### config.mk
export PLATFORM = sky130hd
export DESIGN_NAME = sensors_aggregator
export DESIGN_NICKNAME = d
export VERILOG_FILES = /design/src/rtl/sensors_pkg.sv /design/src/rtl/sensor_round_div.sv /design/src/rtl/sensors_aggregator.sv
export SDC_FILE = /design/constraint.sdc
export NUM_CORES = 1
export LEC_CHECK = 0
export BUFFER_PORTS_ARGS = -buffer_cell sky130_fd_sc_hd__clkbuf_2
export CAP_MARGIN = 25
export CELL_PAD_IN_SITES_DETAIL_PLACEMENT = 1
export CELL_PAD_IN_SITES_GLOBAL_PLACEMENT = 1
export CORE_UTILIZATION = 51
export DETAILED_ROUTE_END_ITERATION = 16
export HOLD_SLACK_MARGIN = 0.1
export PLACE_DENSITY = 0.84
export SYNTH_ARGS = -nofsm -noshare
export SYNTH_HDL_FRONTEND = slang
export SYNTH_SLANG_ARGS = --single-unit
### constraint.sdc
create_clock -name clk -period 7.2 [get_ports clk]
set_input_delay 1.08 -clock clk [delete_from_list [all_inputs] [get_ports clk]]
set_output_delay 1.08 -clock clk [all_outputs]
set_load 0.01 [all_outputs]
### src/rtl/sensors_pkg.sv
// -----------------------------------------------------------------------------
// sensors_pkg
// Shared types and helpers for the sequential sensor height aggregator.
//   state_e    : frame FSM states (IDLE/ACCUM/ROUND/OUT)
//   grp_sel_e  : which channel group feeds the rounding divider
//   sum_w()    : accumulator width for n channels of w bits
//   all_shift(): right shift that averages all n channels
//   grp_shift(): right shift that averages one n/2-channel parity group
// -----------------------------------------------------------------------------
package sensors_pkg;

  typedef enum logic [1:0] {
    IDLE  = 2'd0,
    ACCUM = 2'd1,
    ROUND = 2'd2,
    OUT   = 2'd3
  } state_e;

  typedef enum logic [1:0] {
    SEL_ALL  = 2'd0,  // no faulty channel
    SEL_ODD  = 2'd1,  // an even channel read 0, odd group is clean
    SEL_EVEN = 2'd2,  // an odd channel read 0, even group is clean
    SEL_NONE = 2'd3   // both groups contain a zero, result forced to 0
  } grp_sel_e;

  // Width of the shift-amount bus into the divider; covers any sane channel count.
  localparam int SHIFT_W = 5;

  function automatic int sum_w(input int n, input int w);
    return w + $clog2(n);
  endfunction

  function automatic int all_shift(input int n);
    return $clog2(n);
  endfunction

  function automatic int grp_shift(input int n);
    return $clog2(n) - 1;
  endfunction

  // Priority: clean frame first, then whichever single group is clean.
  function automatic grp_sel_e grp_select(input logic zero_even, input logic zero_odd);
    if (!zero_even && !zero_odd) return SEL_ALL;
    else if (zero_even && !zero_odd) return SEL_ODD;
    else if (zero_odd && !zero_even) return SEL_EVEN;
    else return SEL_NONE;
  endfunction

endpackage

### src/rtl/sensor_round_div.sv
// -----------------------------------------------------------------------------
// sensor_round_div
// Round-half-up right shift: avg_o = (sum_i + 2^(shift_i-1)) >> shift_i, with
// no rounding term when shift_i is 0. The add is one bit wider than the sum so
// the rounding term can never wrap.
// Ports:
//   sum_i   [SUM_W-1:0]    accumulated sum
//   shift_i [SHIFT_W-1:0]  divide-by-power-of-two amount
//   avg_o   [DATA_W-1:0]   rounded quotient
// -----------------------------------------------------------------------------
module sensor_round_div
  import sensors_pkg::*;
#(
  parameter int SUM_W  = 10,
  parameter int DATA_W = 8
) (
  input  logic [SUM_W-1:0]   sum_i,
  input  logic [SHIFT_W-1:0] shift_i,
  output logic [DATA_W-1:0]  avg_o
);

  logic [SUM_W:0] half;
  logic [SUM_W:0] rounded;
  logic           unused_hi;

  // (1 << shift) >> 1 gives 2^(shift-1) for shift >= 1 and 0 for shift == 0.
  assign half    = ({{SUM_W{1'b0}}, 1'b1} << shift_i) >> 1;
  assign rounded = ({1'b0, sum_i} + half) >> shift_i;

  // An average of DATA_W-bit readings always fits in DATA_W bits, so the
  // upper bits of the quotient are zero by construction.
  assign avg_o     = rounded[DATA_W-1:0];
  assign unused_hi = ^rounded[SUM_W:DATA_W];

endmodule

### src/rtl/sensors_aggregator.sv
// -----------------------------------------------------------------------------
// sensors_aggregator
// Accepts a frame of N_SENSORS readings, scans one channel per cycle, treats a
// zero reading as a faulty sensor and emits the round-half-up average of all
// channels, the clean parity group, or 0 when both groups are faulty.
// Optional feature macro: SENSORS_FAULT_FLAG_EN adds fault_mask/no_valid_group.
// Ports:
//   clk, rst_n        clock, asynchronous active-low reset
//   in_valid/in_ready input frame handshake
//   sensors           channel i at bits [i*DATA_W +: DATA_W]
//   out_valid/out_ready output handshake
//   height            rounded average, held while out_valid is high
//   fault_mask        (macro) bit i set when channel i read 0
//   no_valid_group    (macro) both parity groups contain a zero
// Latency: accept edge T, out_valid high from cycle T+N_SENSORS+2.
// -----------------------------------------------------------------------------
module sensors_aggregator
  import sensors_pkg::*;
#(
  parameter int N_SENSORS = 4,
  parameter int DATA_W    = 8
) (
  input  logic                          clk,
  input  logic                          rst_n,
  input  logic                          in_valid,
  output logic                          in_ready,
  input  logic [N_SENSORS*DATA_W-1:0]   sensors,
  output logic                          out_valid,
  input  logic                          out_ready,
`ifdef SENSORS_FAULT_FLAG_EN
  output logic [N_SENSORS-1:0]          fault_mask,
  output logic                          no_valid_group,
`endif
  output logic [DATA_W-1:0]             height
);

  localparam int SUM_W = sum_w(N_SENSORS, DATA_W);
  localparam int IDX_W = $clog2(N_SENSORS);
  localparam logic [IDX_W-1:0]   LAST_IDX = IDX_W'(N_SENSORS - 1);
  localparam logic [SHIFT_W-1:0] ALL_SH   = SHIFT_W'(all_shift(N_SENSORS));
  localparam logic [SHIFT_W-1:0] GRP_SH   = SHIFT_W'(grp_shift(N_SENSORS));

  state_e                      state_q, state_d;
  logic [N_SENSORS*DATA_W-1:0] frame_q, frame_d;
  logic [IDX_W-1:0]            idx_q, idx_d;
  logic [SUM_W-1:0]            sum_all_q, sum_all_d;
  logic [SUM_W-1:0]            sum_even_q, sum_even_d;
  logic [SUM_W-1:0]            sum_odd_q, sum_odd_d;
  logic                        zero_even_q, zero_even_d;
  logic                        zero_odd_q, zero_odd_d;
  logic [DATA_W-1:0]           height_q, height_d;
`ifdef SENSORS_FAULT_FLAG_EN
  logic [N_SENSORS-1:0]        fault_mask_q, fault_mask_d;
  logic                        no_valid_group_q, no_valid_group_d;
`endif

  logic [DATA_W-1:0]  chan [N_SENSORS];
  logic [DATA_W-1:0]  cur;
  logic [SUM_W-1:0]   cur_ext;
  grp_sel_e           sel;
  logic [SUM_W-1:0]   rd_sum;
  logic [SHIFT_W-1:0] rd_shift;
  logic [DATA_W-1:0]  rd_avg;

  // Unpack the registered frame so the scan can index by channel number.
  always_comb begin
    for (int i = 0; i < N_SENSORS; i++) begin
      chan[i] = frame_q[i*DATA_W +: DATA_W];
    end
  end

  assign cur     = chan[idx_q];
  assign cur_ext = {{IDX_W{1'b0}}, cur};

  // Group selection and the single shared divider input mux.
  always_comb begin
    sel      = grp_select(zero_even_q, zero_odd_q);
    rd_sum   = sum_all_q;
    rd_shift = ALL_SH;
    case (sel)
      SEL_ODD: begin
        rd_sum   = sum_odd_q;
        rd_shift = GRP_SH;
      end
      SEL_EVEN: begin
        rd_sum   = sum_even_q;
        rd_shift = GRP_SH;
      end
      default: ;
    endcase
  end

  sensor_round_div #(
    .SUM_W  (SUM_W),
    .DATA_W (DATA_W)
  ) u_round_div (
    .sum_i   (rd_sum),
    .shift_i (rd_shift),
    .avg_o   (rd_avg)
  );

  // NOTE: every next-state signal gets its hold value before the case so that
  // no path through the block leaves one unassigned (which would infer a latch).
  always_comb begin
    state_d     = state_q;
    frame_d     = frame_q;
    idx_d       = idx_q;
    sum_all_d   = sum_all_q;
    sum_even_d  = sum_even_q;
    sum_odd_d   = sum_odd_q;
    zero_even_d = zero_even_q;
    zero_odd_d  = zero_odd_q;
    height_d    = height_q;
`ifdef SENSORS_FAULT_FLAG_EN
    fault_mask_d     = fault_mask_q;
    no_valid_group_d = no_valid_group_q;
`endif

    case (state_q)
      IDLE: begin
        if (in_valid) begin
          frame_d     = sensors;
          idx_d       = '0;
          sum_all_d   = '0;
          sum_even_d  = '0;
          sum_odd_d   = '0;
          zero_even_d = 1'b0;
          zero_odd_d  = 1'b0;
          state_d     = ACCUM;
        end
      end

      ACCUM: begin
        sum_all_d = sum_all_q + cur_ext;
        if (idx_q[0]) begin
          sum_odd_d = sum_odd_q + cur_ext;
          if (cur == '0) zero_odd_d = 1'b1;
        end else begin
          sum_even_d = sum_even_q + cur_ext;
          if (cur == '0) zero_even_d = 1'b1;
        end
        idx_d = idx_q + 1'b1;
        if (idx_q == LAST_IDX) state_d = ROUND;
      end

      ROUND: begin
        height_d = (sel == SEL_NONE) ? '0 : rd_avg;
`ifdef SENSORS_FAULT_FLAG_EN
        for (int i = 0; i < N_SENSORS; i++) begin
          fault_mask_d[i] = (chan[i] == '0);
        end
        no_valid_group_d = zero_even_q & zero_odd_q;
`endif
        state_d = OUT;
      end

      OUT: begin
        if (out_ready) state_d = IDLE;
      end

      default: state_d = IDLE;
    endcase
  end

  // NOTE: sequential state uses non-blocking assignments so every register
  // samples the pre-edge value of the others; the frame register is reset
  // along with the control state so nothing stale survives an aborted frame.
  always_ff @(posedge clk or negedge rst_n) begin
    if (!rst_n) begin
      state_q     <= IDLE;
      frame_q     <= '0;
      idx_q       <= '0;
      sum_all_q   <= '0;
      sum_even_q  <= '0;
      sum_odd_q   <= '0;
      zero_even_q <= 1'b0;
      zero_odd_q  <= 1'b0;
      height_q    <= '0;
`ifdef SENSORS_FAULT_FLAG_EN
      fault_mask_q     <= '0;
      no_valid_group_q <= 1'b0;
`endif
    end else begin
      state_q     <= state_d;
      frame_q     <= frame_d;
      idx_q       <= idx_d;
      sum_all_q   <= sum_all_d;
      sum_even_q  <= sum_even_d;
      sum_odd_q   <= sum_odd_d;
      zero_even_q <= zero_even_d;
      zero_odd_q  <= zero_odd_d;
      height_q    <= height_d;
`ifdef SENSORS_FAULT_FLAG_EN
      fault_mask_q     <= fault_mask_d;
      no_valid_group_q <= no_valid_group_d;
`endif
    end
  end

  assign in_ready  = (state_q == IDLE);
  assign out_valid = (state_q == OUT);
  assign height    = height_q;
`ifdef SENSORS_FAULT_FLAG_EN
  assign fault_mask     = fault_mask_q;
  assign no_valid_group = no_valid_group_q;
`endif

endmodule

==> results.json <==
{
  "detail_route.vias_per_cell": 6.30,
  "start_util_pct": 53.7,
  "postSynthAreaPerCell_um2": 10.7,
  "postRouteWirelength_um": 12800,
  "number_of_enable_flip_flop_cells_after_synthesis": 0,
  "cap_viol_max_count": 0,
  "crit_required_ps": 7490,
  "routed-via-count": 3570,
  "cts_inserted_buffers": 9,
  "synth.yosys.seq_area_share_pct": 41.3,
  "number_of_cells_upsized_or_downsized_after_cts": 0,
  "max_slew_margin_pct": 38.1,
  "finalMaxSlewViolations": 0,
  "run_status": "completed",
  "tightestPinTransition_ps": 929,
  "grt_usage_pct": 30.9,
  "syn2layout_area_growth_pct": 12.1,
  "clk-insertion-delay-late_ps": 360,
  "combined_area_of_all_synthesized_cells_mm2": 0.00448,
  "synthTopCellsByArea": "dfrtp_1 41%, ha_1 9.2%, mux2_2 8.5%",
  "setup_total_negative_slack_ps": 0,
  "ys_types": 56,
  "yosysWarnings": 0,
  "post-synth-top-area-fraction_pct": 41.3,
  "worst_slack_ps": 3630,
  "post-place-ws_ps": 3800,
  "layout_cells_sized_above_1_pct": 23.8,
  "synth-seq-cells": 74,
  "achievable-frequency_mhz": 280,
  "layout.core_utilization_pct": 60.2,
  "grt_setup_unrepaired": "false",
  "finalClockSkew_ps": 14.7,
  "globalplace.congestion": 0.927,
  "cts-htree-levels": 3,
  "multi_input_comb_area_mm2": 0.00244,
  "synth_top_area_cell": "dfrtp_1",
  "layout.cell_area.non_filler_mm2": 0.00502,
  "period_needed_ps": 3570,
  "postSynthNetCount": 490,
  "grt_first_pass_wirelength_um": 20500,
  "die_y_um": 95.7,
  "drc_errors": 0,
  "drt-wirelength-per-cell_um": 22.5,
  "first_iter_violations": 189,
  "critPathKind": "flop to flop",
  "asyncSetResetFlopFracSynth_pct": 100,
  "post-cts-setup-buffers": 0,
  "instance_count_of_the_mapped_netlist": 418,
  "cts_hold_buffers": 0,
  "first_global_vias": 3925,
  "antenna_cells": 0,
  "clock_sink_count": 74,
  "pin_count_of_the_biggest_net_entering_global_routing": 75,
  "design.portCount": 46,
  "grt-ovfl-total": 0,
  "placeableCoreArea_mm2": 0.00834,
  "clock_slew_seen_by_the_registers_of_the_worst_setup_and_hold_paths_ps": 90,
  "worst-endpoint-arrival_ps": 3870,
  "cts_tree": "done",
  "estimated_wirelength_of_the_detail_placed_design_um": 9090,
  "n_fill_cell": 907,
  "ys.flop_type": "dfrtp_1",
  "detailed_place.area_mm2": 0.00477,
  "critPathCaptureType": "flop",
  "grt_antenna_before_repair": 0,
  "critPathLaunchType": "flop",
  "final_hold_viol_count": 0,
  "io_buffers": 45,
  "die_width_um": 95.7,
  "core.rowCount": 33,
  "clock_tree.buffer_depth": 2,
  "post_layout_nets": 531,
  "critPathMaxFanout": 18,
  "cts_root_buffer": "clkbuf_8",
  "die_area_mm2": 0.00916,
  "seq_area_mm2": 0.00185,
  "firstDrtPassIters": 4,
  "final_min_period_over_clock_period_pct": 49.6,
  "postRouteAntennaNets": 0,
  "finalSetupViolCount": 0,
  "holdCritPathClass": "flop to flop"
}
-- worst max-delay path: stages, from the launching register on --
cell and delay (ps):
dfrtp_1 940, mux4_2 660, ha_1 250, inv_1 80, fa_1 200, nor2b_1 60
o21ai_0 260, a21oi_1 150, o21ai_0 300, a21oi_1 150, nor4b_1 290, a211o_1 160
-- registers in the layout, indices dropped and copies added (netlist names) --
| name | count |
|---|---|
| frame_q | 32 |
| sum_all_q | 10 |
| sum_even_q | 9 |
| sum_odd_q | 9 |
| height | 8 |
| idx_q | 2 |
| state_q | 2 |
| zero_even_q | 1 |
| zero_odd_q | 1 |
-- cell families after synthesis --
kind of cell	Yosys count	share of synthesized area (%)
AOI/OAI and AO/OA	109	16.6
and+or+nand+nor	85	9.47
DFF	74	41.3
buffers and inverters	46	4.25
muxes	44	13.0
adders and majority gates	36	10.6
xor gates and xnor gates	24	4.69
-- cell type report --
cell class,count,share of cell area (%)
flip-flops and latches,74,36.9
clock buffers,9,2.47
clock inverters,5,2.57
inverters,30,2.24
repair buffers,46,4.68
multi-input cells,298,48.5
well taps,105,2.62
-- path summary, 6_finish.rpt --
kind	endpoint	start	depth (start not counted)	slack, ps
min in group asynchronous	sum_even_q[8]	rst_n	1	850
setup reg to reg	sum_odd_q[8]	idx_q[0]	11	3630
setup / recovery	sum_odd_q[8]	idx_q[0]	11	3630
hold reg to reg	frame_q[16]	frame_q[16]	1	510
max in group asynchronous	frame_q[12]	rst_n	1	5730
hold / removal	frame_q[16]	frame_q[16]	1	510
-- cells in the mapped netlist, drive strengths merged (2+ instances only) --
master	n
nor2b	6
o21ai	30
fa	3
a211o	2
and3	2
o221ai	2
nand2	23
mux4	8
a32o	2
nor4	3
a221oi	2
nand2b	8
clkbuf	9
nor3	3
nand4b	2
or2	2
buf	7
nand3	5
a22oi	3
xor2	11
nor2	24
o22ai	8
o31ai	3
o41ai	2
xnor2	13
o21bai	2
a21o	6
a21oi	21
mux2	35
a221o	5
nor4b	5
a22o	9
o21a	2
inv	30
dfrtp	74
ha	33
-- layer usage --
layer | GRT usage, % | share of wire (%) | vias to the layer above
li1 | - | - | 1607
met1 | 35.1 | 40 | 1829
met2 | 56.8 | 53 | 100
met3 | 5.29 | 3.6 | 34
met4 | 13.2 | 3.4 | 0
met5 | 0 | 0 | -
-- stage by stage --
step | hold slack [ps] | instances
after global placement | 483 | 553
after floorplan | 473 | 418
after global routing | 535 | 567
after detailed placement | 493 | 553
final | 514 | 567
after CTS | 511 | 567
-- layout by cell type (no fill, tap or decap), types with 3 or more instances in the layout --
cell type | netlist | final
nor3_1 | 3 | 3
o22ai_1 | 8 | 8
a21oi_1 | 21 | 21
nor2_1 | 23 | 23
a21o_1 | 6 | 6
ha_1 | 33 | 33
o21ai_1 | 16 | 16
clkbuf_2 | 0 | 44
o31ai_1 | 3 | 3
nor2b_1 | 6 | 6
mux2_2 | 34 | 34
a22o_1 | 9 | 9
o21ai_0 | 13 | 13
clkbuf_8 | 0 | 9
nand2_1 | 23 | 23
nor4_1 | 3 | 3
nand2b_1 | 8 | 8
fa_1 | 3 | 3
a22oi_1 | 3 | 3
mux4_2 | 8 | 8
dfrtp_1 | 74 | 74
a221o_1 | 5 | 5
inv_1 | 29 | 29
xor2_1 | 11 | 11
bufinv_16 | 0 | 4
nand3_1 | 5 | 5
nor4b_1 | 5 | 5
xnor2_1 | 13 | 13
Power is not shown: default switching activity piles up to over one toggle a cycle in this logic, so the estimate is an artifact.
